<file path="src/rtl/alarm_pkg.sv">
// Shared types and constants for the alarm-clock time-setting logic.
package alarm_pkg;

  localparam int unsigned DIGIT_W    = 4;
  localparam int unsigned NUM_DIGITS = 4;

  // Edit-cycle states; order follows the front-panel mode sequence.
  typedef enum logic [2:0] {
    ST_RUN     = 3'd0,
    ST_EDIT_HT = 3'd1,
    ST_EDIT_HU = 3'd2,
    ST_EDIT_MT = 3'd3,
    ST_EDIT_MU = 3'd4
  } set_state_t;

  // Per-digit wrap limits.
  localparam logic [DIGIT_W-1:0] HRT_MAX     = 4'd2;
  localparam logic [DIGIT_W-1:0] HRU_MAX     = 4'd9;
  localparam logic [DIGIT_W-1:0] HRU_MAX_20S = 4'd3;
  localparam logic [DIGIT_W-1:0] MINT_MAX    = 4'd5;
  localparam logic [DIGIT_W-1:0] MINU_MAX    = 4'd9;

  // Bit positions within the blank mask and the strobe vector.
  localparam int unsigned IDX_HRT  = 3;
  localparam int unsigned IDX_HRU  = 2;
  localparam int unsigned IDX_MINT = 1;
  localparam int unsigned IDX_MINU = 0;

  // Successor state on a mode edge.
  function automatic set_state_t next_edit_state(input set_state_t s);
    set_state_t n;
    case (s)
      ST_RUN:     n = ST_EDIT_HT;
      ST_EDIT_HT: n = ST_EDIT_HU;
      ST_EDIT_HU: n = ST_EDIT_MT;
      ST_EDIT_MT: n = ST_EDIT_MU;
      default:    n = ST_RUN;
    endcase
    return n;
  endfunction

  // One-hot mask of the digit edited in a state; zero in RUN.
  function automatic logic [NUM_DIGITS-1:0] edit_mask(input set_state_t s);
    logic [NUM_DIGITS-1:0] m;
    m = '0;
    case (s)
      ST_EDIT_HT: m[IDX_HRT]  = 1'b1;
      ST_EDIT_HU: m[IDX_HRU]  = 1'b1;
      ST_EDIT_MT: m[IDX_MINT] = 1'b1;
      ST_EDIT_MU: m[IDX_MINU] = 1'b1;
      default:    m = '0;
    endcase
    return m;
  endfunction

endpackage

</file>
<file path="src/rtl/btn_edge.sv">
// Rising-edge pulse generator for a debounced, synchronized button level.
module btn_edge (
  input  logic clk,
  input  logic resetn,
  input  logic btn,
  output logic rise_c
);

  logic prev;
  logic armed;

  // Track the previous level; armed stays low for the first cycle after
  // reset so a button held through reset release never produces an edge.
  always_ff @(posedge clk or negedge resetn) begin
    if (!resetn) begin
      prev  <= 1'b0;
      armed <= 1'b0;
    end else begin
      prev  <= btn;
      armed <= 1'b1;
    end
  end

  assign rise_c = armed & btn & ~prev;

endmodule

</file>
<file path="src/rtl/time_set_ctrl.sv">
// Front-panel time-setting controller: edit-state sequencing, digit load
// strobes with wrap limits, blink masks and edit timeout.
module time_set_ctrl
  import alarm_pkg::*;
#(
  parameter int unsigned TIMEOUT_TICKS = 16
) (
  input  logic       clk,
  input  logic       resetn,
  input  logic       mode_btn,
  input  logic       up_btn,
  input  logic       blink_tick,
  input  logic [3:0] hrT_q,
  input  logic [3:0] hrU_q,
  input  logic [3:0] minT_q,
  input  logic [3:0] minU_q,
  output logic       set_hrT,
  output logic       set_hrU,
  output logic       set_minT,
  output logic       set_minU,
  output logic [3:0] new_val,
  output logic       run_en,
  output logic [3:0] blank
);

  localparam int unsigned TW = $clog2(TIMEOUT_TICKS + 1);
  localparam logic [TW-1:0] TO_LIMIT = TW'(TIMEOUT_TICKS);

  logic mode_rise;
  logic up_rise;

  set_state_t            state, state_nxt;
  logic                  phase, phase_nxt;
  logic [TW-1:0]         tcount, tcount_nxt;
  logic [NUM_DIGITS-1:0] set_q, set_nxt;
  logic [DIGIT_W-1:0]    new_val_q, new_val_nxt;
  logic [NUM_DIGITS-1:0] blank_q, blank_nxt;
  logic                  run_en_q, run_en_nxt;
  logic                  timeout_hit;
  logic                  state_chg;
  logic [DIGIT_W-1:0]    hru_lim;

  btn_edge u_mode_edge (
    .clk    (clk),
    .resetn (resetn),
    .btn    (mode_btn),
    .rise_c (mode_rise)
  );

  btn_edge u_up_edge (
    .clk    (clk),
    .resetn (resetn),
    .btn    (up_btn),
    .rise_c (up_rise)
  );

  // Increment with wrap; anything at or past the limit reloads zero.
  function automatic logic [DIGIT_W-1:0] wrap_inc(input logic [DIGIT_W-1:0] cur,
                                                  input logic [DIGIT_W-1:0] lim);
    return (cur >= lim) ? '0 : cur + DIGIT_W'(1);
  endfunction

  assign hru_lim = (hrT_q == HRT_MAX) ? HRU_MAX_20S : HRU_MAX;

  // Next-state, strobe, timeout and blink decode.
  always_comb begin
    state_nxt   = state;
    set_nxt     = '0;
    new_val_nxt = '0;
    timeout_hit = (tcount == TO_LIMIT);

    if (state == ST_RUN) begin
      if (mode_rise) state_nxt = ST_EDIT_HT;
    end else if (mode_rise) begin
      state_nxt = next_edit_state(state);
      // Clamp an hour-units value that is illegal for the 20s hours.
      if (state == ST_EDIT_HT && hrT_q == HRT_MAX && hrU_q > HRU_MAX_20S) begin
        set_nxt[IDX_HRU] = 1'b1;
        new_val_nxt      = HRU_MAX_20S;
      end
    end else if (up_rise) begin
      case (state)
        ST_EDIT_HT: begin
          set_nxt[IDX_HRT] = 1'b1;
          new_val_nxt      = wrap_inc(hrT_q, HRT_MAX);
        end
        ST_EDIT_HU: begin
          set_nxt[IDX_HRU] = 1'b1;
          new_val_nxt      = wrap_inc(hrU_q, hru_lim);
        end
        ST_EDIT_MT: begin
          set_nxt[IDX_MINT] = 1'b1;
          new_val_nxt       = wrap_inc(minT_q, MINT_MAX);
        end
        ST_EDIT_MU: begin
          set_nxt[IDX_MINU] = 1'b1;
          new_val_nxt       = wrap_inc(minU_q, MINU_MAX);
        end
        default: begin
          set_nxt     = '0;
          new_val_nxt = '0;
        end
      endcase
    end else if (timeout_hit) begin
      state_nxt = ST_RUN;
    end

    state_chg = (state_nxt != state);
    phase_nxt = state_chg ? 1'b0 : (phase ^ blink_tick);

    if (state_chg || mode_rise || up_rise || state == ST_RUN) begin
      tcount_nxt = '0;
    end else if (blink_tick && !timeout_hit) begin
      tcount_nxt = tcount + TW'(1);
    end else begin
      tcount_nxt = tcount;
    end

    blank_nxt  = phase_nxt ? edit_mask(state_nxt) : '0;
    run_en_nxt = (state_nxt == ST_RUN);
  end

  // State and registered outputs.
  always_ff @(posedge clk or negedge resetn) begin
    if (!resetn) begin
      state     <= ST_RUN;
      phase     <= 1'b0;
      tcount    <= '0;
      set_q     <= '0;
      new_val_q <= '0;
      blank_q   <= '0;
      run_en_q  <= 1'b1;
    end else begin
      state     <= state_nxt;
      phase     <= phase_nxt;
      tcount    <= tcount_nxt;
      set_q     <= set_nxt;
      new_val_q <= new_val_nxt;
      blank_q   <= blank_nxt;
      run_en_q  <= run_en_nxt;
    end
  end

  assign set_hrT  = set_q[IDX_HRT];
  assign set_hrU  = set_q[IDX_HRU];
  assign set_minT = set_q[IDX_MINT];
  assign set_minU = set_q[IDX_MINU];
  assign new_val  = new_val_q;
  assign blank    = blank_q;
  assign run_en   = run_en_q;

endmodule

</file>
<file path="config.mk">
export PLATFORM = sky130hd
export DESIGN_NAME = time_set_ctrl
export DESIGN_NICKNAME = d
export VERILOG_FILES = /design/src/rtl/alarm_pkg.sv /design/src/rtl/btn_edge.sv /design/src/rtl/time_set_ctrl.sv
export SDC_FILE = /design/constraint.sdc
export NUM_CORES = 1
export LEC_CHECK = 0
export CAP_MARGIN = 20
export CORE_ASPECT_RATIO = 1.2
export CORE_UTILIZATION = 50
export CTS_CLUSTER_DIAMETER = 200
export DETAILED_ROUTE_END_ITERATION = 10
export PLACE_DENSITY = 0.79
export REMOVE_ABC_BUFFERS = 1
export SLEW_MARGIN = 20
export SYNTH_ARGS = -nofsm -noshare
export SYNTH_HDL_FRONTEND = slang
export SYNTH_SLANG_ARGS = --single-unit
</file>
<file path="constraint.sdc">
create_clock -name clk -period 4.7 [get_ports clk]
set_clock_uncertainty 0.15 [all_clocks]
set_input_delay 0.705 -clock clk [delete_from_list [all_inputs] [get_ports clk]]
set_output_delay 0.705 -clock clk [all_outputs]
set_load 0.01 [all_outputs]
</file>
Yosys cells after proc, flatten, opt, wreduce, memory -nomap -nowiden
Index checks and enable logic that the tools add are counted.
- $add $sub $neg: 5
- order comparisons: 5
- equality and inequality tests: 11
- bitwise logic cells: 7
- reduce and logical (&&, ||, !) cells: 10
- multiplexer cells: 34
- operators by type and width (kind ; number):
    4-bit 2-to-1 mux ; 11
    4-bit by 1-bit adder with 4-bit output, second input constant ; 4
    4-bit one-hot mux with 4 select lines ; 1
    3-bit 2-to-1 mux ; 5
    3-bit by 2-bit equality test with 1-bit output, second input constant ; 4
    1-bit 2-to-1 mux ; 12
    5-bit 2-to-1 mux ; 2
    3-bit one-hot mux with 3 select lines ; 1
    3-bit by 1-bit equality test with 1-bit output, second input constant ; 2
    3-bit equality test, second input constant ; 2
    3-bit logical NOT ; 2
    5-bit by 1-bit adder with 5-bit output, second input constant ; 1
    5-bit equality test, second input constant ; 1
    1-bit bitwise AND ; 4
    4-bit by 2-bit equality test with 1-bit output, second input constant ; 1
    4-bit by 2-bit >= comparator with 1-bit output, second input constant ; 1
    4-bit by 3-bit >= comparator with 1-bit output, second input constant ; 1
    4-bit >= comparator ; 1
    4-bit >= comparator, second input constant ; 1
    4-bit by 2-bit greater-than comparator with 1-bit output, second input constant ; 1
    2-bit 2-to-1 mux ; 2
    1-bit logical AND ; 3
    1-bit logical OR ; 3
    3-bit != test ; 1
    other kinds (4) ; 5
- flip-flop bits (word level): 25

Longest topological paths before layout
- word-level depth: 10
- depth in mapped cells: 6

Hierarchy
From an unflattened synthesis, not the netlist that was laid out.
- cells, all modules: 147
- area, all modules: 1521.5 um2
- by module, submodules not included (module ; instances ; area each (um2) ; cells an instance):
    time_set_ctrl ; 1 ; 1396.3 ; 139
    btn_edge ; 2 ; 62.6 ; 4

Worst setup path after synthesis
Ideal clock, no wire load.
- kind: input -> register
- from: input hrT_q[0]
- to: register new_val_q[1], in the netlist new_val[1]
- cell stages on the path: 6
- setup time: 86 ps
- setup slack: 2473 ps
- arrival time: 1992 ps
- path through: inv_1 > ha_1 > nor3b_2 > or4b_1 > a211o_1 > a32oi_1
- cells in the longest elaborated chain, start to end: 8
- elaborated cells on any way between the ends: 14
- classes of those cells: 1 x add/sub; 2 x order compare; 1 x eq/ne; 8 x mux; 2 x reduce/logical
- ends and longest elaborated chain (what ; RTL line ; source):
    from (decl) ; time_set_ctrl.sv:13 ; input logic [3:0] hrT_q,
    4-bit by 2-bit equality test with 1-bit output ; time_set_ctrl.sv:63, time_set_ctrl.sv:77 ;
    4-bit 2-to-1 mux ; time_set_ctrl.sv:63 ; assign hru_lim = (hrT_q == HRT_MAX) ? HRU_MAX_20S : HRU_MAX;
    4-bit >= comparator ; time_set_ctrl.sv:60 ; return (cur >= lim) ? '0 : cur + DIGIT_W'(1);
    4-bit 2-to-1 mux ; time_set_ctrl.sv:60 ;
    4-bit one-hot mux with 4 select lines ; time_set_ctrl.sv:82 ; case (state)
    4-bit 2-to-1 mux ; time_set_ctrl.sv:81 ; end else if (up_rise) begin
    4-bit 2-to-1 mux * ; time_set_ctrl.sv:74 ; end else if (mode_rise) begin
    4-bit 2-to-1 mux * ; time_set_ctrl.sv:72 ; if (state == ST_RUN) begin
    named net new_val_nxt[1] ; time_set_ctrl.sv:36 ; logic [DIGIT_W-1:0] new_val_q, new_val_nxt;
    to (signal assigned) ; time_set_ctrl.sv:138 ; new_val_q <= new_val_nxt;
    to (decl) ; time_set_ctrl.sv:36 ;
The timed path passes the listed nets; every way through them passes the cells marked *.
A chain may end at the register's enable or synchronous reset.

Worst setup path in the final report
Ends and elaborated chain as after synthesis.

==> metrics list <==
* Result of the run: finished, final reports clean
- Synthesis produced roughly 150 cells.
- For the final routed database, the setup TNS stands at 0 ns.
* Slew at the pin closest to its max-slew limit: 0.542 ns
- For the worst setup path, the data arrival time is ~2.6 ns.
- Worst slack at placement: roughly 1.9 ns
- The mapped netlist covers about 1500 µm².
- Antenna diodes: 0
* Core ar.: 2840 µm²
- Antenna Violating Nets Remaining: 0
- First-pass GRT wire length: a little under 6000 µm
- Setup repair after global routing left no endpoint under its margin.
* Aggregate global-route resource usage: 0.229
- Die Area: about 3200 µm²
- Maximum buffer depth of the clock tree: 2
- Internal portion of total power: 384 µW
* Post-detail-place hpwl: 2600 µm
- dfrtp_1 takes more of the synthesized area than any other cell.
- Global route total overflow: 0
- For this block, the via count after detailed routing is around 1.3k.
- Of the total power, combinational logic draws 0.350.
* Share of layout cells above drive strength 1: 0.0707
- The number of gates resized after CTS was 0.
* Maximum number of pins on one net before global-route repair: 26
* Initial antenna violation count: 0
* Placer congestion estimate: between 0.7 and 0.8
- Hold repair after CTS inserted 0 buffers.
- WL/cell: ~15 µm
- The share of the Yosys chip area taken by registers is 0.415.
- Number of buffer cells added on primary ports: 33
- In this run, CTS created clock tree buffers numbering 3.
* Final nets: approximately 220
- Area contributors post-synth: dfrtp_1, ha_1, nor2_1
- CTS built an H-tree with a depth of 1.
* Die outline height: a little over 60 µm
- The floorplan has 21 rows.
- Setup violations remaining at the end of the flow were counted as 0.
- Static leakage: 0.000791 µW
* Proportion of synthesized flip-flops having asynchronous set or reset: 1.00
- Skew-Pair Late Insertion Delay: approximately 0.3 ns
- The initial utilization of the core area, before any placement, comes to 0.532.
- The worst setup path is launched from an input port.
- Worst slew slack as a fraction of its limit: 0.639
- Type of the worst min-delay path: input port to async pin
* Worst setup path category: input port to flop
* IO Count: 34
* Cell with the most instances after synthesis: dfrtp_1
- Area delta synth->final: 25.0%
- The synthesized design contains 0 enable-type register cells.
- Final-report max-slew violation count: 0
- Power dissipated by switching net loads: approximately 210 µW
- A synthesized cell averages ~10 µm².
- Fmax: 394 MHz
- In the finished design, the share of the clock period the worst path needs comes to 0.540.
- STA puts the critical path data required time at about 4.8 ns.
- Yosys mapped the design onto 46 distinct sky130hd cell types.
* Buffer count from post-CTS setup fixing: 0
* Minimum period implied by the final worst setup slack: 2.54 ns
- TritonCTS built the clock tree.
* Number of global-route vias before repair: approximately 1.3k
- Hold Fails Final Rpt: 0
* Leading post-synthesis cells by instance count: dfrtp_1, nor2_1, ha_1
- Of the total power, registers draw 0.495.
- Count of routing violations after the opening detailed-route iteration: 41
- Maximum fanout count along the critical path: 4
- Wires add up to between 3000 and 4000 µm.
- Of the total power, the share spent switching nets is 0.354.
- Of the total power, the clock network draws 0.155.
- CTS Root Buffer Type: clkbuf_4
- Number of maximum-capacitance violations: 0
* Worst-case vdd ir drop: approximately 230 µV
- Vias per cell: 5.87
* Portion of synthesized cell area occupied by the leading cell type: 0.398
* Number of search-and-repair iterations in the first detailed-routing pass: 4
* Number of synthesized register bits: 25
- CTS saw 25 sinks.
- Power density normalized to cell area: 315 nW/µm²
- The floorplan step set the die width to ~52 µm.
* Count of synthesis-stage warnings from yosys: 0
* Minimum setup slack in the final design: around 2.2 ns
- Kind of end point of the critical path: flop
* Clk pin slew, worst setup/hold paths: 0.13 ns
- DR DRC count: 0
- Post-layout util: 0.665
* Main flop type after synthesis: dfrtp_1
==> critical path, cell delays in order <==
cell	delay [ns]
clkdlybuf4s50_1	0.45
inv_1	0.08
ha_1	0.15
nor3b_2	0.29
or4b_1	0.53
a211o_1	0.28
a32oi_1	0.14
==> area by class of cell <==
class | count | area [µm²]
clock buffers | 4 | 26.3
fillers | 245 | 951
inverters | 10 | 37.5
multi-input cells | 112 | 828
repair buffers | 33 | 325
flip-flops and latches | 25 | 627
well taps | 34 | 42.5
==> power by group through the flow <==
stage	Clock, µW	Combinational [µW]	Sequential [µW]
finish	91.9	208	294
global route	103	231	303
CTS	94.8	210	294
detailed placement	0	208	299
global placement	0	201	296
floorplan	0	119	296
==> registers in the layout, indices dropped and copies added, names as in the netlist <==
signal / flops
set_q: 4
u_up_edge.prev: 1
new_val: 4
u_up_edge.armed: 1
tcount: 5
phase: 1
blank: 4
u_mode_edge.prev: 1
run_en: 1
state: 3
==> layer usage <==
metal	routed length (µm)	track usage
met2	1720	0.420
met4	27	0.0493
met5	0	0
met3	122	0.0294
met1	1370	0.276
==> stage by stage <==
step	instances	area, µm²	hold slack [ns]	power, µW
2_1_floorplan	147	1490	0.259	416
3_3_place_gp	214	1870	0.393	497
3_5_place_dp	214	1870	0.404	507
4_1_cts	218	1890	0.434	598
5_1_grt	218	1890	0.245	638
6_report	218	1890	0.214	595
==> cell usage in the layout, fill, tap and decap left out, drive strengths merged, types with 3 or more instances in the layout <==
cell type and count:
nand3b 3, nand2b 5, nor3 5, ha 11, clkdlybuf4s50 32, a32oi 3
nand2 7, a21oi 3, a31oi 4, nand4 4, nor3b 3, o21ai 7
inv 10, dfrtp 24, xor2 5, clkbuf 4, nand3 5, nor2 16
==> logic make-up after synthesis <==
logic type | synth area share
AO/OA/AOI/OAI | 0.167
other | 0.00249
adder cells (fa/ha/maj) | 0.0912
flip-flops | 0.415
XOR/XNOR | 0.0406
AND/OR/NAND/NOR | 0.226
buffers and inverters | 0.0357
multiplexers | 0.0216
==> path summary, 6_finish.rpt <==
check                           slack (ns)                   from  cells past startpoint                     to
worst max-delay path                  2.16               hrT_q[0]                      7   new_val[1]$_DFF_PN0_
worst min-delay path                  0.21                 resetn                      1     state[2]$_DFF_PN0_
worst min register to register        0.43  tcount[4]$_DFFE_PN0P_                      2  tcount[4]$_DFFE_PN0P_
max in group asynchronous             3.82                 resetn                      1       run_en$_DFF_PN1_
worst max register to register        2.63     state[1]$_DFF_PN0_                      4   new_val[1]$_DFF_PN0_
min in group clk                      0.43  tcount[4]$_DFFE_PN0P_                      2  tcount[4]$_DFFE_PN0P_
(Power assumes the default switching activity.)
